File: config.mk
export PLATFORM = sky130hd
export DESIGN_NAME = rcn_uart_rx_deframer
export DESIGN_NICKNAME = d
export VERILOG_FILES = /design/src/rtl/rcn_uart_rx_deframer_pkg.sv /design/src/rtl/rcn_uart_sample_tick.sv /design/src/rtl/rcn_uart_rx_deframer.sv
export SDC_FILE = /design/constraint.sdc
export NUM_CORES = 1
export LEC_CHECK = 0
export ABC_AREA = 0
export CAP_MARGIN = 20
export CELL_PAD_IN_SITES_DETAIL_PLACEMENT = 0
export CELL_PAD_IN_SITES_GLOBAL_PLACEMENT = 2
export CORE_ASPECT_RATIO = 1.4
export CORE_MARGIN = 10
export CORE_UTILIZATION = 40
export CTS_BUF_LIST = sky130_fd_sc_hd__clkbuf_2
export DETAILED_ROUTE_END_ITERATION = 12
export GPL_TIMING_DRIVEN = 0
export PLACE_DENSITY_LB_ADDON = 0.1
export SYNTH_ARGS = -nofsm -noshare
export SYNTH_HDL_FRONTEND = slang
export SYNTH_HIERARCHICAL = 1
export SYNTH_SLANG_ARGS = --single-unit
File: constraint.sdc
create_clock -name clk_50 -period 3.5 [get_ports clk_50]
set_input_delay 0.875 -clock clk_50 [delete_from_list [all_inputs] [get_ports clk_50]]
set_output_delay 0.875 -clock clk_50 [all_outputs]
set_load 0.01 [all_outputs]
File: src/rtl/rcn_uart_rx_deframer_pkg.sv
// rtl/rcn_uart_rx_deframer_pkg.sv - shared state encoding and helpers for the UART receive deframer
package rcn_uart_rx_deframer_pkg;

  localparam int RCN_UART_DATA_BITS = 8;

  typedef enum logic [2:0] {
    ST_IDLE      = 3'd0,
    ST_START     = 3'd1,
    ST_DATA      = 3'd2,
    ST_PARITY    = 3'd3,
    ST_STOP      = 3'd4,
    ST_WAIT_HIGH = 3'd5
  } rx_state_e;

  function automatic logic maj3(input logic a, input logic b, input logic c);
    return (a & b) | (a & c) | (b & c);
  endfunction

endpackage

File: src/rtl/rcn_uart_sample_tick.sv
// rtl/rcn_uart_sample_tick.sv - free-running oversample tick divider, shared with the transmit side
// tick_o is high for one cycle every DIV+1 clocks; the count is never restarted by a data path.
module rcn_uart_sample_tick #(
  parameter logic [5:0] DIV = 6'd61
) (
  input  logic clk_i,
  input  logic rst_i,
  output logic tick_o
);

  logic [5:0] cnt_q;

  assign tick_o = (cnt_q == DIV);

  always_ff @(posedge clk_i) begin
    if (rst_i) begin
      cnt_q <= 6'd0;
    end else if (tick_o) begin
      cnt_q <= 6'd0;
    end else begin
      cnt_q <= cnt_q + 6'd1;
    end
  end

endmodule

File: src/rtl/rcn_uart_rx_deframer.sv
// rtl/rcn_uart_rx_deframer.sv - oversampling UART receive deframer with glitch, frame-error and break detection
// Optional even-parity checking is compiled in with RCN_UART_RX_PARITY_EN.
module rcn_uart_rx_deframer
  import rcn_uart_rx_deframer_pkg::*;
#(
  parameter logic [5:0] SAMPLE_CLK_DIV  = 6'd61,
  parameter logic [2:0] SAMPLES_PER_BIT = 3'd7
) (
  input  logic                          clk_50,
  input  logic                          rst,
  input  logic                          uart_rx,
  output logic                          rx_vld,
  output logic [RCN_UART_DATA_BITS-1:0] rx_data,
  output logic                          rx_frame_error,
  output logic                          rx_break,
  output logic                          rx_busy
);

  localparam logic [2:0] S_MID    = SAMPLES_PER_BIT >> 1;
  localparam logic [2:0] S_DECIDE = S_MID + 3'd1;
  localparam logic [2:0] S_LAST   = SAMPLES_PER_BIT - 3'd1;
  localparam logic [2:0] BIT_LAST = 3'(RCN_UART_DATA_BITS - 1);

  logic                          sync_q, rxs_q;
  logic                          tick;
  rx_state_e                     state_q;
  logic [2:0]                    s_q, bit_q;
  logic [1:0]                    samp_q;
  logic [RCN_UART_DATA_BITS-1:0] shift_q, data_q;
  logic                          vld_q, fe_q, brk_q;
  logic                          maj_d, decide_d, bit_end_d;
`ifdef RCN_UART_RX_PARITY_EN
  logic                          par_q;
`endif

  rcn_uart_sample_tick #(.DIV(SAMPLE_CLK_DIV)) u_tick (
    .clk_i (clk_50),
    .rst_i (rst),
    .tick_o(tick)
  );

  // samp_q holds the samples from s=M-1 and s=M; the current rxs_q is the s=M+1 sample.
  assign maj_d     = maj3(samp_q[1], samp_q[0], rxs_q);
  assign decide_d  = tick && (s_q == S_DECIDE);
  assign bit_end_d = tick && (s_q == S_LAST);

  always_ff @(posedge clk_50) begin
    if (rst) begin
      sync_q  <= 1'b1;
      rxs_q   <= 1'b1;
      state_q <= ST_IDLE;
      s_q     <= 3'd0;
      bit_q   <= 3'd0;
      samp_q  <= 2'b11;
      shift_q <= '0;
      data_q  <= '0;
      vld_q   <= 1'b0;
      fe_q    <= 1'b0;
      brk_q   <= 1'b0;
`ifdef RCN_UART_RX_PARITY_EN
      par_q   <= 1'b0;
`endif
    end else begin
      sync_q <= uart_rx;
      rxs_q  <= sync_q;
      vld_q  <= 1'b0;
      fe_q   <= 1'b0;
      if (tick) begin
        samp_q <= {samp_q[0], rxs_q};
      end
      if (tick && state_q != ST_IDLE) begin
        s_q <= (s_q == S_LAST) ? 3'd0 : s_q + 3'd1;
      end
      case (state_q)
        ST_IDLE: begin
          s_q <= 3'd0;
          if (tick && !rxs_q) begin
            state_q <= ST_START;
            s_q     <= 3'd1;
          end
        end
        ST_START: begin
          if (decide_d && maj_d) begin
            state_q <= ST_IDLE;
          end else if (bit_end_d) begin
            state_q <= ST_DATA;
            bit_q   <= 3'd0;
          end
        end
        ST_DATA: begin
          if (decide_d) begin
            shift_q <= {maj_d, shift_q[RCN_UART_DATA_BITS-1:1]};
          end
          if (bit_end_d) begin
            if (bit_q == BIT_LAST) begin
`ifdef RCN_UART_RX_PARITY_EN
              state_q <= ST_PARITY;
`else
              state_q <= ST_STOP;
`endif
            end else begin
              bit_q <= bit_q + 3'd1;
            end
          end
        end
`ifdef RCN_UART_RX_PARITY_EN
        ST_PARITY: begin
          if (decide_d) begin
            par_q <= maj_d;
          end
          if (bit_end_d) begin
            state_q <= ST_STOP;
          end
        end
`endif
        ST_STOP: begin
          // Leave mid-stop-bit on a good stop so a back-to-back start edge is caught.
          if (decide_d) begin
            if (maj_d) begin
              state_q <= ST_IDLE;
`ifdef RCN_UART_RX_PARITY_EN
              if ((^shift_q) ^ par_q) begin
                fe_q <= 1'b1;
              end else begin
                data_q <= shift_q;
                vld_q  <= 1'b1;
              end
`else
              data_q <= shift_q;
              vld_q  <= 1'b1;
`endif
            end else begin
              fe_q    <= 1'b1;
              brk_q   <= (shift_q == '0);
              state_q <= ST_WAIT_HIGH;
            end
          end
        end
        ST_WAIT_HIGH: begin
          if (tick && rxs_q) begin
            brk_q   <= 1'b0;
            state_q <= ST_IDLE;
          end
        end
        default: begin
          state_q <= ST_IDLE;
        end
      endcase
    end
  end

  assign rx_vld         = vld_q;
  assign rx_data        = data_q;
  assign rx_frame_error = fe_q;
  assign rx_break       = brk_q;
  assign rx_busy        = (state_q != ST_IDLE);

endmodule

Word-level counts from Yosys, hierarchy flattened
Cells that the tools add are included.
Widths: inputs -> output; s select.
{"block": "op_classes", "add_sub_neg": 3, "mul": 0, "n_div": 0, "n_lt_le_gt_ge": 0, "eq_ne": 18, "n_shift": 0, "mux": 24, "bitwise_logic": 7, "reduce_logical": 20}
{"operator": "$mux 3", "count": 15}
{"operator": "$ne 2x2->1 const B", "count": 9}
{"operator": "$eq 3x3->1 const B", "count": 5}
{"operator": "$pmux 3 s5", "count": 1}
{"operator": "$logic_not 8->1", "count": 1}
{"operator": "$add 3x1->3 const B", "count": 2}
{"operator": "$add 6x1->6 const B", "count": 1}
{"operator": "$eq 6x6->1 const B", "count": 1}
{"operator": "$logic_and 1x1->1", "count": 6}
{"operator": "$mux 1", "count": 6}
{"operator": "$pmux 3 s2", "count": 1}
{"operator": "$reduce_and 6->1", "count": 1}
{"operator": "$reduce_bool 2->1", "count": 3}
{"operator": "$reduce_and 5->1", "count": 1}
{"operator": "$reduce_and 4->1", "count": 1}
{"operator": "$and 1x1->1", "count": 3}
{"operator": "$eq 3x1->1 const B", "count": 1}
{"operator": "$eq 3x2->1 const B", "count": 1}
{"operator": "$logic_not 3->1", "count": 1}
{"operator": "$ne 3x3->1 const B", "count": 1}
{"operator": "$reduce_and 3->1", "count": 1}
{"operator": "$reduce_bool 3->1", "count": 1}
{"operator": "$reduce_or 3->1", "count": 1}
{"operator": "$not 1->1", "count": 2}
{"operator": "other kinds (5)", "count": 6}
{"block": "word_totals", "ff_bits": 38, "latchBits": 0, "ram_bits": 0, "mem_bits_ro": 0, "inputBits": 3, "output_inout_bits": 12, "wordCells": 84, "mem_count": 0}

Logic depth before layout (Yosys ltp)
{"block": "logic_depth", "word_depth": 6, "depth_mapped": 8, "ltp_nobuf": 7}

By module
The synthesis kept the hierarchy.
{"mod": "rcn_uart_rx_deframer", "instances": 1, "cells_each": 149, "area_per_inst_um2": 1413.9, "seq_area_each_um2": 640.6}
{"mod": "rcn_uart_sample_tick", "instances": 1, "cells_each": 27, "area_per_inst_um2": 276.5, "seq_area_each_um2": 120.1}

Least setup slack after synthesis
Ideal clock, no wire load.
{"block": "synth_path", "kind": "reg2reg", "from": "register u_tick.cnt_q[0]", "to": "register state_q[0]", "setup_ns": 0.121, "t_arrival_ns": 1.730, "t_required_ns": 3.379, "setup_slack_ns": 1.649, "path_stages_with_launch": 7, "n_path_buf": 0, "synth_period_minus_slack_ns": 1.851, "cell_sequence": "dfxtp_1 > ha_1 > and3_2 > and4bb_2 > nand3_1 > a22oi_1 > mux2_4"}
{"block": "synth_between", "elab_chain_len": 5, "word_cells_on_any_way": 14, "cone_classes": "eq/ne: 6; mux: 2; reduce/logical: 6"}
{"item": "start: declaration", "line_no": "rcn_uart_sample_tick.sv:11", "rtl": "logic [5:0] cnt_q;"}
{"item": "start signal: assignment", "line_no": "rcn_uart_sample_tick.sv:21", "rtl": "cnt_q <= cnt_q + 6'd1;"}
{"item": "$eq 6x6->1 *", "line_no": "rcn_uart_sample_tick.sv:13", "rtl": "assign tick_o = (cnt_q == DIV);"}
{"item": "named net tick", "line_no": "rcn_uart_rx_deframer.sv:25", "rtl": "logic tick;"}
{"item": "$logic_and 1x1->1", "line_no": "rcn_uart_rx_deframer.sv:44", "rtl": "assign decide_d = tick && (s_q == S_DECIDE);"}
{"item": "$logic_and 1x1->1", "line_no": "rcn_uart_rx_deframer.sv:83", "rtl": "if (decide_d && maj_d) begin"}
{"item": "$ne 3x3->1 (no source line) or $mux 3 (tied branches)"}
{"item": "$reduce_and 6->1 (no source line) or $pmux 3 s5 (tied branches)"}
{"item": "end signal: assignment", "line_no": "rcn_uart_rx_deframer.sv:51", "rtl": "state_q <= ST_IDLE;"}
{"item": "end signal: assignment", "line_no": "rcn_uart_rx_deframer.sv:84", "rtl": "state_q <= ST_IDLE;"}
{"item": "end signal: assignment", "line_no": "rcn_uart_rx_deframer.sv:86", "rtl": "state_q <= ST_DATA;"}
{"item": "end: declaration", "line_no": "rcn_uart_rx_deframer.sv:26", "rtl": "rx_state_e state_q;"}
The timed path passes the listed nets; every way through them passes the cells marked *.
A chain may end at the register's enable or synchronous reset.

Final worst setup path
{"block": "layout_path", "from": "register state_q[0]", "to": "output port rx_busy"}
{"block": "layout_between", "elab_chain_len": 1}
{"item": "start signal: assignment", "line_no": "rcn_uart_rx_deframer.sv:51"}
{"item": "start signal: assignment", "line_no": "rcn_uart_rx_deframer.sv:78", "rtl": "state_q <= ST_START;"}
{"item": "start signal: assignment", "line_no": "rcn_uart_rx_deframer.sv:84"}
{"item": "$reduce_bool 3->1", "line_no": "rcn_uart_rx_deframer.sv:156", "rtl": "assign rx_busy = (state_q != ST_IDLE);"}
{"item": "end: declaration", "line_no": "rcn_uart_rx_deframer.sv:16", "rtl": "output logic rx_busy"}
No other way between the ends.

==> load_flow_metrics.sql <==
INSERT INTO impl_metrics (metric_group, metric, value, unit) VALUES
('timing', 'final_slew_viol_count', '0', ''),
('floorplanning', 'die-area', '7260', 'sq um'),
('status', 'run_status', 'complete, no violations', ''),
('logic_synthesis', 'syn-instance-count', '176', ''),
('timing', 'finalSetupViolations', '0', ''),
('timing', 'worst_setup_margin', '0.647', 'ns'),
('floorplanning', 'top_level_ports', '15', ''),
('global_routing', 'pin_count_of_the_biggest_net_entering_global_routing', '14', ''),
('power_and_ir_drop', 'total_power', '0.770', 'mW'),
('timing', 'slew_headroom', '0.656', ''),
('logic_synthesis', 'synth_cell_types', '44', ''),
('worst_setup_path', 'regToRegEndpoint', 'state_q[0]', ''),
('logic_synthesis', 'mappedNetlistArea', '1690', 'sq um'),
('finish', 'area_growth', '15.6', '%'),
('worst_setup_path', 'crit_slowest_cell', 'sky130_fd_sc_hd__clkdlybuf4s50_1', ''),
('power_and_ir_drop', 'total_leakage_power', '0.843', 'nW'),
('global_routing', 'grt_antenna_before_repair', '0', ''),
('worst_setup_path', 'worst-endpoint-arrival', '1.98', 'ns'),
('worst_setup_path', 'timing.critical_path.buf_inv', '3', ''),
('logic_synthesis', 'synth_largest_type_area_fraction', '0.450', ''),
('power_and_ir_drop', 'ir_worst_vdd', '0.249', 'mV'),
('finish', 'fraction_of_layout_instances_using_a_drive_strength_above_1', '0.136', ''),
('logic_synthesis', 'synth_sequential_area_ratio', '0.450', ''),
('floorplanning', 'fp.dieH', '96.9', 'um'),
('worst_setup_path', 'critPathLaunchType', 'register', ''),
('logic_synthesis', 'synth_enable_flop_cells', '0', ''),
('worst_setup_path', 'critical-path-top-delay-family', 'buffers and inverters', ''),
('worst_setup_path', 'worst_setup_path_end_kind', 'primary output', ''),
('floorplanning', 'design.core.area', '4020', 'sq um'),
('logic_synthesis', 'synth_area_leader_cell', 'sky130_fd_sc_hd__dfxtp_1', ''),
('worst_hold_path', 'holdCritStartpoint', 'sync_q', ''),
('cts', 'cts_tree', 'built', ''),
('placement', 'buffer_ports.inserted', '14', ''),
('finish', 'design.final.nets', '204', ''),
('worst_setup_path', 'ff2ff_setup_slack', '1.41', 'ns'),
('cts', 'htree_levels', '2', ''),
('power_and_ir_drop', 'power_per_cell_area', '394', 'nW/um^2'),
('worst_hold_path', 'min-delay-path-class', 'register to register', ''),
('worst_setup_path', 'worst_r2r_startpoint', 'u_tick/cnt_q[0]', ''),
('floorplanning', 'num_rows', '27', ''),
('timing', 'timing.clock.skew', '0.00620', 'ns'),
('worst_setup_path', 'worst-r2r-cell-count', '6', ''),
('worst_setup_path', 'crit_chain', 'buf_4 > nor3_1 > inv_1 > clkdlybuf4s50_1', ''),
('route', 'detailedRoute.firstIterationViolations', '63', ''),
('logic_synthesis', 'synth.ff_latch_count', '38', ''),
('global_routing', 'global_route_wire_length_before_repair', '6.05', 'mm'),
('cts', 'clkSlewWorstSetupHoldPaths', '0.19', 'ns'),
('worst_setup_path', 'worstPathMaxFanout', '10', ''),
('placement', 'gp_congestion', '0.766', ''),
('floorplanning', 'initial_utilization', '0.420', ''),
('cts', 'ctsResizeCount', '0', ''),
('cts', 'cts_hold_repair.buffers', '0', ''),
('worst_setup_path', 'worst_path_largest_cell_delay', '0.50', 'ns'),
('timing', 'unrepaired_setup_endpoints_after_global_routing', 'false', ''),
('cts', 'worst_skew_pair.late_latency', '0.39', 'ns'),
('route', 'drt_pass1_iterations', '4', ''),
('route', 'detail_route.vias_per_cell', '5.31', ''),
('timing', 'min_period_over_period', '0.815', ''),
('cts', 'cts.repair_timing.setup_buffer_count', '0', ''),
('logic_synthesis', 'ys_warnings', '6', ''),
('global_routing', 'first_global_vias', '1339', ''),
('timing', 'timing.final.crit_period', '2.85', 'ns'),
('worst_hold_path', 'hold_crit_depth', '1', ''),
('floorplanning', 'width_of_the_chip', '74.9', 'um'),
('logic_synthesis', 'dominantRegCellSynth', 'sky130_fd_sc_hd__dfxtp_1', ''),
('worst_setup_path', 'timing.critical_path.required', '2.62', 'ns'),
('timing', 'worst_pin_slew', '0.511', 'ns'),
('cts', 'max-clock-path-buffers', '2', ''),
('route', 'vias', '1280', ''),
('cts', 'cts-buffers-inserted', '5', ''),
('finish', 'finish.utilization', '0.486', '');
==> power breakdown <==
part / total (mW) / switching [mW] / internal [mW]
clock network: 0.270 / 0.150 / 0.120
registers: 0.445 / 0.00591 / 0.439
logic: 0.0548 / 0.0304 / 0.0245
total: 0.770 / 0.187 / 0.583
==> routing by layer <==
layer / track usage / routed length [um] / vias to the layer above
met2: 0.175 / 1770 / 11
li1: - / - / 658
met4: 0.0436 / 59 / 0
met3: 0.0347 / 137 / 6
met1: 0.112 / 1500 / 605
met5: 0 / 0 / -
==> sequential cells by signal, indices dropped and copies added (netlist names) <==
name            count
u_tick/cnt_q        6
shift_q             8
rxs_q               1
rx_frame_error      1
rx_vld              1
samp_q              2
state_q             3
sync_q              1
rx_break            1
s_q                 3
bit_q               3
rx_data             8
==> cell usage after synthesis, drive strengths merged (2+ instances only) <==
library cell,instances
clkbuf,4
nand4b,2
dfxtp,38
mux2i,18
nor2b,3
or3b,2
buf,4
a211o,2
o21ai,3
a22oi,3
o211a,2
nor2,31
nand2b,2
ha,4
or2b,3
nor3,5
nand3,8
a21oi,11
nand2,3
and3,2
or2,2
nor4,2
xor2,2
inv,5
==> worst max-delay path by stage <==
stage / start / to / depth (start not counted)
4_1_cts: state_q[0] / rx_busy / 4
3_3_place_gp: rst / rx_data[3] / 4
2_1_floorplan: u_tick/cnt_q[0] / state_q[0] / 6
6_report: state_q[0] / rx_busy / 4
3_5_place_dp: rst / rx_data[7] / 4
5_1_grt: state_q[0] / rx_busy / 4
==> worst reg2reg max path, stage by stage (launching register included) <==
cell and delay (ns):
sky130_fd_sc_hd__dfxtp_1 0.48, sky130_fd_sc_hd__ha_1 0.24, sky130_fd_sc_hd__and3_2 0.24, sky130_fd_sc_hd__and4bb_2 0.33
sky130_fd_sc_hd__nand3_1 0.15, sky130_fd_sc_hd__a22oi_1 0.25, sky130_fd_sc_hd__mux2_4 0.32
==> area by class of cell <==
cell class | count | area, sq um
multi-input combinational | 125 | 873
timing repair buffer | 14 | 140
tap | 43 | 53.8
fill | 391 | 2070
clock buffer | 5 | 25.0
buffer | 8 | 37.5
inverter | 5 | 18.8
sequential | 38 | 761
clock inverter | 3 | 45.0
==> kinds of logic (layout without fill, tap and decap cells) <==
kind of cell | Yosys count | after routing | share of synthesized area
AO/OA/AOI/OAI | 26 | 26 | 0.112
buffers and inverters | 13 | 35 | 0.0333
multiplexers | 19 | 19 | 0.115
adder cells (fa/ha/maj) | 5 | 5 | 0.0363
XOR/XNOR | 3 | 3 | 0.0155
flip-flops | 38 | 38 | 0.450
AND/OR/NAND/NOR | 72 | 72 | 0.238
==> metrics by stage <==
step	hold slack [ns]	instances	area (sq um)
floorplan	0.389	176	1690
global placement	0.392	233	1880
detailed placement	0.401	233	1880
CTS	0.446	241	1950
global route	0.475	241	1950
finish	0.441	241	1950
==> cells in the final DEF, fill, tap and decap left out, types with 2 or more instances in the layout <==
cell type / n
sky130_fd_sc_hd__mux2i_1: 18
sky130_fd_sc_hd__xor2_1: 2
sky130_fd_sc_hd__nor3_1: 5
sky130_fd_sc_hd__nand3_1: 7
sky130_fd_sc_hd__nor2_1: 28
sky130_fd_sc_hd__nand2_1: 3
sky130_fd_sc_hd__nand4b_1: 2
sky130_fd_sc_hd__or3b_1: 2
sky130_fd_sc_hd__buf_2: 3
sky130_fd_sc_hd__a22oi_1: 3
sky130_fd_sc_hd__ha_1: 4
sky130_fd_sc_hd__o211a_1: 2
sky130_fd_sc_hd__clkdlybuf4s50_1: 14
sky130_fd_sc_hd__o21ai_0: 3
sky130_fd_sc_hd__nor2b_1: 3
sky130_fd_sc_hd__a21oi_1: 10
sky130_fd_sc_hd__dfxtp_1: 38
sky130_fd_sc_hd__nor2_2: 3
sky130_fd_sc_hd__or2_2: 2
sky130_fd_sc_hd__clkbuf_2: 5
sky130_fd_sc_hd__nand2b_1: 2
sky130_fd_sc_hd__clkbuf_1: 4
sky130_fd_sc_hd__nor4_1: 2
sky130_fd_sc_hd__or2b_1: 3
sky130_fd_sc_hd__inv_1: 5
sky130_fd_sc_hd__clkinvlp_4: 2
sky130_fd_sc_hd__a211o_1: 2
(Power assumes the default switching activity.)
